--- src/rtl/irq_ctrl_if.sv ---
// CPU data-bus view of the interrupt controller register block.
interface irq_ctrl_if;
    logic [15:0] address;
    logic [7:0]  data_o;
    logic        we;
    logic [7:0]  rdata;
    logic        hit;

    modport master (output address, data_o, we, input rdata, hit);
    modport slave  (input address, data_o, we, output rdata, hit);
endinterface

--- src/rtl/irq_ctrl.sv ---
// Memory-mapped interrupt controller: latches event pulses into PEND and dispatches one vector per EOI.
// Events reach intr two edges after the pulse. No dispatch until EOI. IRQ_CTRL_RR_EN selects round-robin priority.
module irq_ctrl #(
    parameter int          NIRQ   = 7,
    parameter int          VECT_W = 3,
    parameter logic [15:0] BASE   = 16'h0030
) (
    input  logic              clock,
    input  logic              reset,
    input  logic [NIRQ-1:0]   irq_in,
    irq_ctrl_if.slave         bus,
    output logic              intr,
    output logic [VECT_W-1:0] vect
);
    localparam int IDX_W = (NIRQ > 1) ? $clog2(NIRQ) : 1;
    localparam logic [0:0] IDLE    = 1'b0;
    localparam logic [0:0] SERVICE = 1'b1;

    logic [0:0]      state;
    logic [NIRQ-1:0] pend;
    logic [NIRQ-1:0] mask;
    logic [NIRQ-1:0] req;
    logic [NIRQ-1:0] pend_nxt;
    logic [IDX_W-1:0] grant;
    logic            found;
    logic [15:0]     offset;
    logic            sel;
    logic            wr_mask;
    logic            wr_pend;
    logic            wr_eoi;
    logic            dispatch;
    logic [7:0]      rd;
    logic            unused_data;

    // Subtracting BASE lets an unaligned base decode with a simple range test.
    assign offset      = bus.address - BASE;
    assign sel         = (offset[15:2] == 14'd0);
    assign wr_mask     = bus.we && sel && (offset[1:0] == 2'd0);
    assign wr_pend     = bus.we && sel && (offset[1:0] == 2'd1);
    assign wr_eoi      = bus.we && sel && (offset[1:0] == 2'd2);
    assign req         = pend & mask;
    assign dispatch    = (state == IDLE) && found;
    assign unused_data = ^bus.data_o;

`ifdef IRQ_CTRL_RR_EN
    logic [IDX_W-1:0] last;

    always_comb begin
        found = 1'b0;
        grant = '0;
        for (int j = 0; j < NIRQ; j++) begin
            if (!found && req[(int'(last) + 1 + j) % NIRQ]) begin
                found = 1'b1;
                grant = IDX_W'((int'(last) + 1 + j) % NIRQ);
            end
        end
    end

    always_ff @(posedge clock) begin
        if (reset)
            last <= IDX_W'(NIRQ - 1);
        else if (dispatch)
            last <= grant;
    end
`else
    always_comb begin
        found = 1'b0;
        grant = '0;
        for (int i = NIRQ - 1; i >= 0; i--) begin
            if (req[i]) begin
                found = 1'b1;
                grant = IDX_W'(i);
            end
        end
    end
`endif

    // New events are OR-ed in last so they win over both W1C and the dispatch clear.
    always_comb begin
        pend_nxt = pend;
        if (wr_pend)
            pend_nxt = pend_nxt & ~bus.data_o[NIRQ-1:0];
        if (dispatch)
            pend_nxt[grant] = 1'b0;
        pend_nxt = pend_nxt | irq_in;
    end

    always_ff @(posedge clock) begin
        if (reset) begin
            state <= IDLE;
            pend  <= '0;
            mask  <= '0;
            intr  <= 1'b0;
            vect  <= '0;
        end else begin
            pend <= pend_nxt;
            if (wr_mask)
                mask <= bus.data_o[NIRQ-1:0];
            case (state)
                IDLE: begin
                    if (dispatch) begin
                        vect  <= VECT_W'(grant) + VECT_W'(1);
                        intr  <= ~intr;
                        state <= SERVICE;
                    end
                end
                SERVICE: begin
                    if (wr_eoi)
                        state <= IDLE;
                end
                default: state <= IDLE;
            endcase
        end
    end

    always_comb begin
        rd = '0;
        case (offset[1:0])
            2'd0: rd[NIRQ-1:0]   = mask;
            2'd1: rd[NIRQ-1:0]   = pend;
            2'd2: rd[0]          = (state == SERVICE);
            2'd3: begin
                rd[VECT_W-1:0] = vect;
`ifdef IRQ_CTRL_RR_EN
                rd[7:4] = 4'(last);
`endif
            end
            default: rd = '0;
        endcase
    end

    assign bus.rdata = rd;
    assign bus.hit   = sel;
endmodule

--- src/flat_wrapper.sv ---
// flat-port wrapper written by rule: the top's interface ports become plain ports
module irq_ctrl_flat 
#(
    parameter int          NIRQ   = 7,
    parameter int          VECT_W = 3,
    parameter logic [15:0] BASE   = 16'h0030
)
  (clock, reset, irq_in, intr, vect, bus_address, bus_data_o, bus_we, bus_rdata, bus_hit);
  irq_ctrl_if bus_i ();
  input  logic clock;
  input  logic reset;
  input  logic [NIRQ-1:0] irq_in;
  output logic intr;
  output logic [VECT_W-1:0] vect;
  input wire logic [$bits(bus_i.address)-1:0] bus_address;
  input wire logic [$bits(bus_i.data_o)-1:0] bus_data_o;
  input wire logic [$bits(bus_i.we)-1:0] bus_we;
  output wire logic [$bits(bus_i.rdata)-1:0] bus_rdata;
  output wire logic [$bits(bus_i.hit)-1:0] bus_hit;
  assign bus_i.address = bus_address;
  assign bus_i.data_o = bus_data_o;
  assign bus_i.we = bus_we;
  assign bus_rdata = bus_i.rdata;
  assign bus_hit = bus_i.hit;
  irq_ctrl #(.NIRQ(NIRQ), .VECT_W(VECT_W), .BASE(BASE)) u_core (.clock(clock), .reset(reset), .irq_in(irq_in), .bus(bus_i), .intr(intr), .vect(vect));
endmodule
--- config.mk ---
export PLATFORM = sky130hd
export DESIGN_NAME = irq_ctrl_flat
export DESIGN_NICKNAME = d
export VERILOG_FILES = /design/src/rtl/irq_ctrl_if.sv /design/src/rtl/irq_ctrl.sv /design/src/flat_wrapper.sv
export SDC_FILE = /design/constraint.sdc
export NUM_CORES = 1
export LEC_CHECK = 0
export CORE_UTILIZATION = 40
export CTS_BUF_LIST = sky130_fd_sc_hd__clkbuf_16
export DETAILED_ROUTE_END_ITERATION = 8
export PLACE_DENSITY = 0.84
export SYNTH_ARGS = -nofsm -noshare
export SYNTH_HDL_FRONTEND = slang
export SYNTH_SLANG_ARGS = --single-unit
--- constraint.sdc ---
create_clock -name clock -period 2.3 [get_ports clock]
set_clock_uncertainty 0.1 [all_clocks]
set_input_delay 0.23 -clock clock [delete_from_list [all_inputs] [get_ports clock]]
set_output_delay 0.23 -clock clock [all_outputs]
set_load 0.1 [all_outputs]
[Word-level counts from Yosys, hierarchy flattened]
Index checks and enable logic that the tools add are counted.
Cells by class
  add/sub/neg operators: 2
  $mul: 0
  divide/modulo/power cells: 0
  $lt $le $gt $ge: 2
  equal/unequal tests: 3
  shift operators: 0
  muxes and demuxes: 24
  bitwise logic cells: 8
  reduce and logical (&&, ||, !) cells: 9
Operators with widths (number)
  $and A7 B7 Y7: 3
  $mux W3: 7
  $sub A16 B6 Y16 const B: 1
  $logic_not A14 Y1: 1
  $mux W7: 2
  $not A7 Y7: 2
  $mux W1: 10
  $pmux W4 S2: 1
  $or A7 B7 Y7: 1
  $logic_and A1 B1 Y1: 6
  $pmux W2 S3: 1
  $eq A2 B2 Y1 const B: 2
  $lt A3 B4 Y1 const B: 1
  $pmux W1 S4: 1
  $add A3 B1 Y3 const B: 1
  $demux W1 S3: 1
  $ge A3 B1 Y1 const B: 1
  $eq A2 B1 Y1 const B: 1
  $logic_not A2 Y1: 1
  $not A1 Y1: 2
  $pmux W1 S2: 1
  $reduce_and A2 Y1: 1
Storage, ports and cells
  flip-flop bits (word level): 19
  latch bits: 0
  RAM bits: 0
  memory bits (read-only): 0
  bits of input ports: 34
  output and inout port bits: 13
  logic and storage cells: 53
  memories kept: 0

[Depth between registers and ports, before layout]
  depth in word-level cells: 16
  mapped depth: 7
  mapped depth without buffers: 7

[Worst setup path before layout]
Ideal clock, no wire load.
  kind: input-to-output
  start: in bus_address[0]
  end: out bus_rdata[1]
  data arrival time: 2842 ps
  required time: 1970 ps
  slack: -872 ps
  cell stages on the path: 3
  buffers on the path: 1
  path through: clkbuf_1 > mux2i_1 > o21ai_0
Between the ends
  longest elaborated chain between the ends: 3
  elaborated cells between the ends (all ways): 5
  those cells by class: add/sub (1); eq/ne (2); mux (1); reduce/logical (1)
RTL lines
  from (decl): line flat_wrapper.sv:15  | input wire logic [$bits(bus_i.address)-1:0] bus_address;
  $sub A16 B6 Y16 (*): line irq_ctrl.sv:36  | assign offset = bus.address - BASE;
  $eq A2 B2 Y1, or another cell as far along: line irq_ctrl.sv:118  | case (offset[1:0])
  $pmux W2 S3 (*): line irq_ctrl.sv:118
  to (decl): line flat_wrapper.sv:18  | output wire logic [$bits(bus_i.rdata)-1:0] bus_rdata;
Mark *: on every way between the ends. The rest lies on a longest branch, timed or not.

[Final worst setup path]
  start: in bus_address[1]
  end: out bus_rdata[0]
Between the ends
  longest elaborated chain between the ends: 3
  elaborated cells between the ends (all ways): 6
  those cells by class: add/sub (1); eq/ne (3); mux (1); reduce/logical (1)
RTL lines (line)
  $sub A16 B6 Y16 (*): irq_ctrl.sv:36
  $eq A2 B2 Y1, or another cell as far along: irq_ctrl.sv:118
  $pmux W1 S4 (*): irq_ctrl.sv:118
Marked as above.

==> results.cfg <==
[setup_path]
cpLargestDelayFamily = buffers and inverters
cp_max_fo = 6
crit_type = primary input to output port
crit_chain = clkdlybuf4s50_1 -> mux4_2 -> buf_12
start_kind = primary input
crit_slowest_cell = clkdlybuf4s50_1
crit_required_ns = 1.97
end_kind = output port
cp_data_arrival_time_ns = 1.69
cpPeakStageDelay_ns = 0.68
cp.buffers_inverters = 2

[synth]
synth_top_area_cell = dfxtp_1
synth_area_leaders = dfxtp_1, mux2i_1, nor2_1
avgSynthCellArea_um2 = 8.77
yosys_warnings = 0
synth.distinct_cells = 40
synth-seq-cells = 19
synthesis.nets = 163
yosysSeqAreaShare = 0.339
synthCells = 128
synth.top_cell.area_share = 0.339
syn_area_um2 = 1120

[power_and_ir_drop]
p_comb_frac = 0.200
p_sw_frac = 0.252
p_per_area_nw_per_um2 = 493
seq_power_share = 0.394
p_clk_frac = 0.406
power_switching_mw = 0.223
p_int_mw = 0.659
total_power_mw = 0.882
power_leakage_nw = 0.710
peakVddDrop_v = 0.000732

[finish]
layout.nets = 213
antenna-diode-count = 0
drive_above_1_share = 0.232
utilization = 0.696
final_cell_mix = clkdlybuf4s50_1, dfxtp_1, mux2i_1
syn2layout_area_growth_pct = 59.3
layout_commonest_cell = clkdlybuf4s50_1
finalNonFillerCells = 207
final_area_um2 = 1790

[place]
place_inst = 203
pre_cts_ws_ns = 0.0734
gp_congestion = 0.839
hpwl_um = 2490
port_buffers = 44
place_area_um2 = 1710

[clock_tree]
cts_tree = done
cts_made_buffers = 3
postCtsResizedCells = 0
ctsHtreeMaxLevel = 1
cts_post_setup_buffers_inserted = 0
cts_hold_buf = 0
clkTransAtPathRegs_ns = 0.05
clock-sinks = 19
clockBufferDepth = 2
root_buffer = clkbuf_16
clk_latency_ns = 0.26

[die]
die_x_um = 55.0
coreArea_um2 = 2570
die_h_um = 55.0
num_rows = 18
pin_count = 47
initial_core_util = 0.437
die_area_um2 = 3020

[detailed_routing]
route.detailed.drc = 0
dr.first_iter.drc_count = 22
wire_per_inst_um = 15.0
drtPass1Iterations = 4
vias_per_cell = 5.49
dr_total_vias = 1137
wirelength_um = 3110
antenna_left = 0

[worst_hold_path]
hp-class = flop to flop

[sta]
period_minus_slack_ns = 2.02
hold_ws_ns = 0.409
fmax_ghz = 0.496
maxSlewViolCount = 0
fin_ws_ns = 0.285
tightestPinTransition_ns = 0.672
slew-limit-headroom = 0.551
hold_viol = 0
rsz0062_at_grt = no
setup_viol = 0
min_period_over_period = 0.876
fin_setup_tns_ns = 0

[global_route]
grt_use_total = 0.249
grt_pass1_wl_um = 5140
grt_overflow = 0
antenna_found_initial = 0
grt_max_degree = 20
grt_pass1_vias = 1158

[job]
cap_violations = 0

[run_status]
status = completed
-- area by class of cell --
| cell class | count | area [um2] |
|---|---|---|
| Inverter | 10 | 37.5 |
| Timing Repair Buffer | 50 | 556 |
| Multi-Input combinational cell | 94 | 698 |
| Clock buffer | 3 | 75.1 |
| Tap cell | 30 | 37.5 |
| Fill cell | 213 | 779 |
| Clock inverter | 1 | 3.75 |
| Sequential cell | 19 | 380 |
-- logic make-up after synthesis --
logic type | Yosys count | synth area share
xor gates and xnor gates | 2 | 0.0156
DFF | 19 | 0.339
AOI/OAI and AO/OA | 30 | 0.192
muxes | 15 | 0.145
and+or+nand+nor | 45 | 0.240
buffers and inverters | 15 | 0.0546
other | 1 | 0.00334
adders and majority gates | 1 | 0.0111
-- power groups by stage --
stage               combinational [mW]  sequential, mW  clock [mW]
CTS                              0.177           0.347       0.367
global placement                 0.172           0.353           0
detailed placement               0.176           0.354           0
global route                     0.186           0.349       0.379
floorplan                       0.0843           0.351           0
finish                           0.176           0.347       0.358
-- cell usage after synthesis --
library cell and n:
nand4_1 1, o31ai_1 2, and2_1 2, nor4_4 2, nand2_1 8, xnor2_1 2
or3b_2 1, a21oi_1 8, nand3_1 3, nor2_1 17, conb_1 1, o21ba_2 3
nor3_1 3, nand4_2 1, a221oi_1 1, mux2i_1 14, a31oi_1 1, a22oi_1 2
and4bb_2 1, nor3_4 1, dfxtp_1 19, buf_4 1, nand2b_1 2, clkbuf_1 2
buf_1 1, a311oi_1 1, buf_2 1, or3_2 1, mux4_2 1, nor2b_1 1
ha_1 1, inv_1 10, o211ai_1 1, nor3b_1 1, a221o_1 1, o21ai_0 4
a31oi_2 1, a31o_2 2, a211oi_1 2, a22o_1 1
-- sequential cells by signal, summed over array words and instances (netlist names) --
name,cells
u_core.mask,7
u_core.intr,1
u_core.vect,3
u_core.state,1
u_core.pend,7
-- final timing paths --
| check | start | to | slack [ns] | cells past startpoint |
|---|---|---|---|---|
| max | bus_address[1] | bus_rdata[0] | 0.28 | 3 |
| max reg2reg | u_core.pend[3] | u_core.pend[6] | 0.50 | 5 |
| min reg2reg | u_core.pend[4] | u_core.pend[4] | 0.41 | 2 |
| min | u_core.pend[4] | u_core.pend[4] | 0.41 | 2 |
-- worst register-to-register path: stages (launching register included) --
cell	delay (ns)
dfxtp_1	0.34
a22oi_1	0.32
or3b_2	0.51
o21ai_0	0.19
a21oi_1	0.06
o21ba_2	0.19
-- per-layer routing --
layer / vias up / global-route usage / share of wire
met5: - / 0 / 0
met4: 0 / 0.0958 / 0.016
met3: 7 / 0.0710 / 0.043
met2: 33 / 0.446 / 0.54
met1: 535 / 0.275 / 0.40
li1: 562 / - / -
Power figures use the tool's default switching activity.
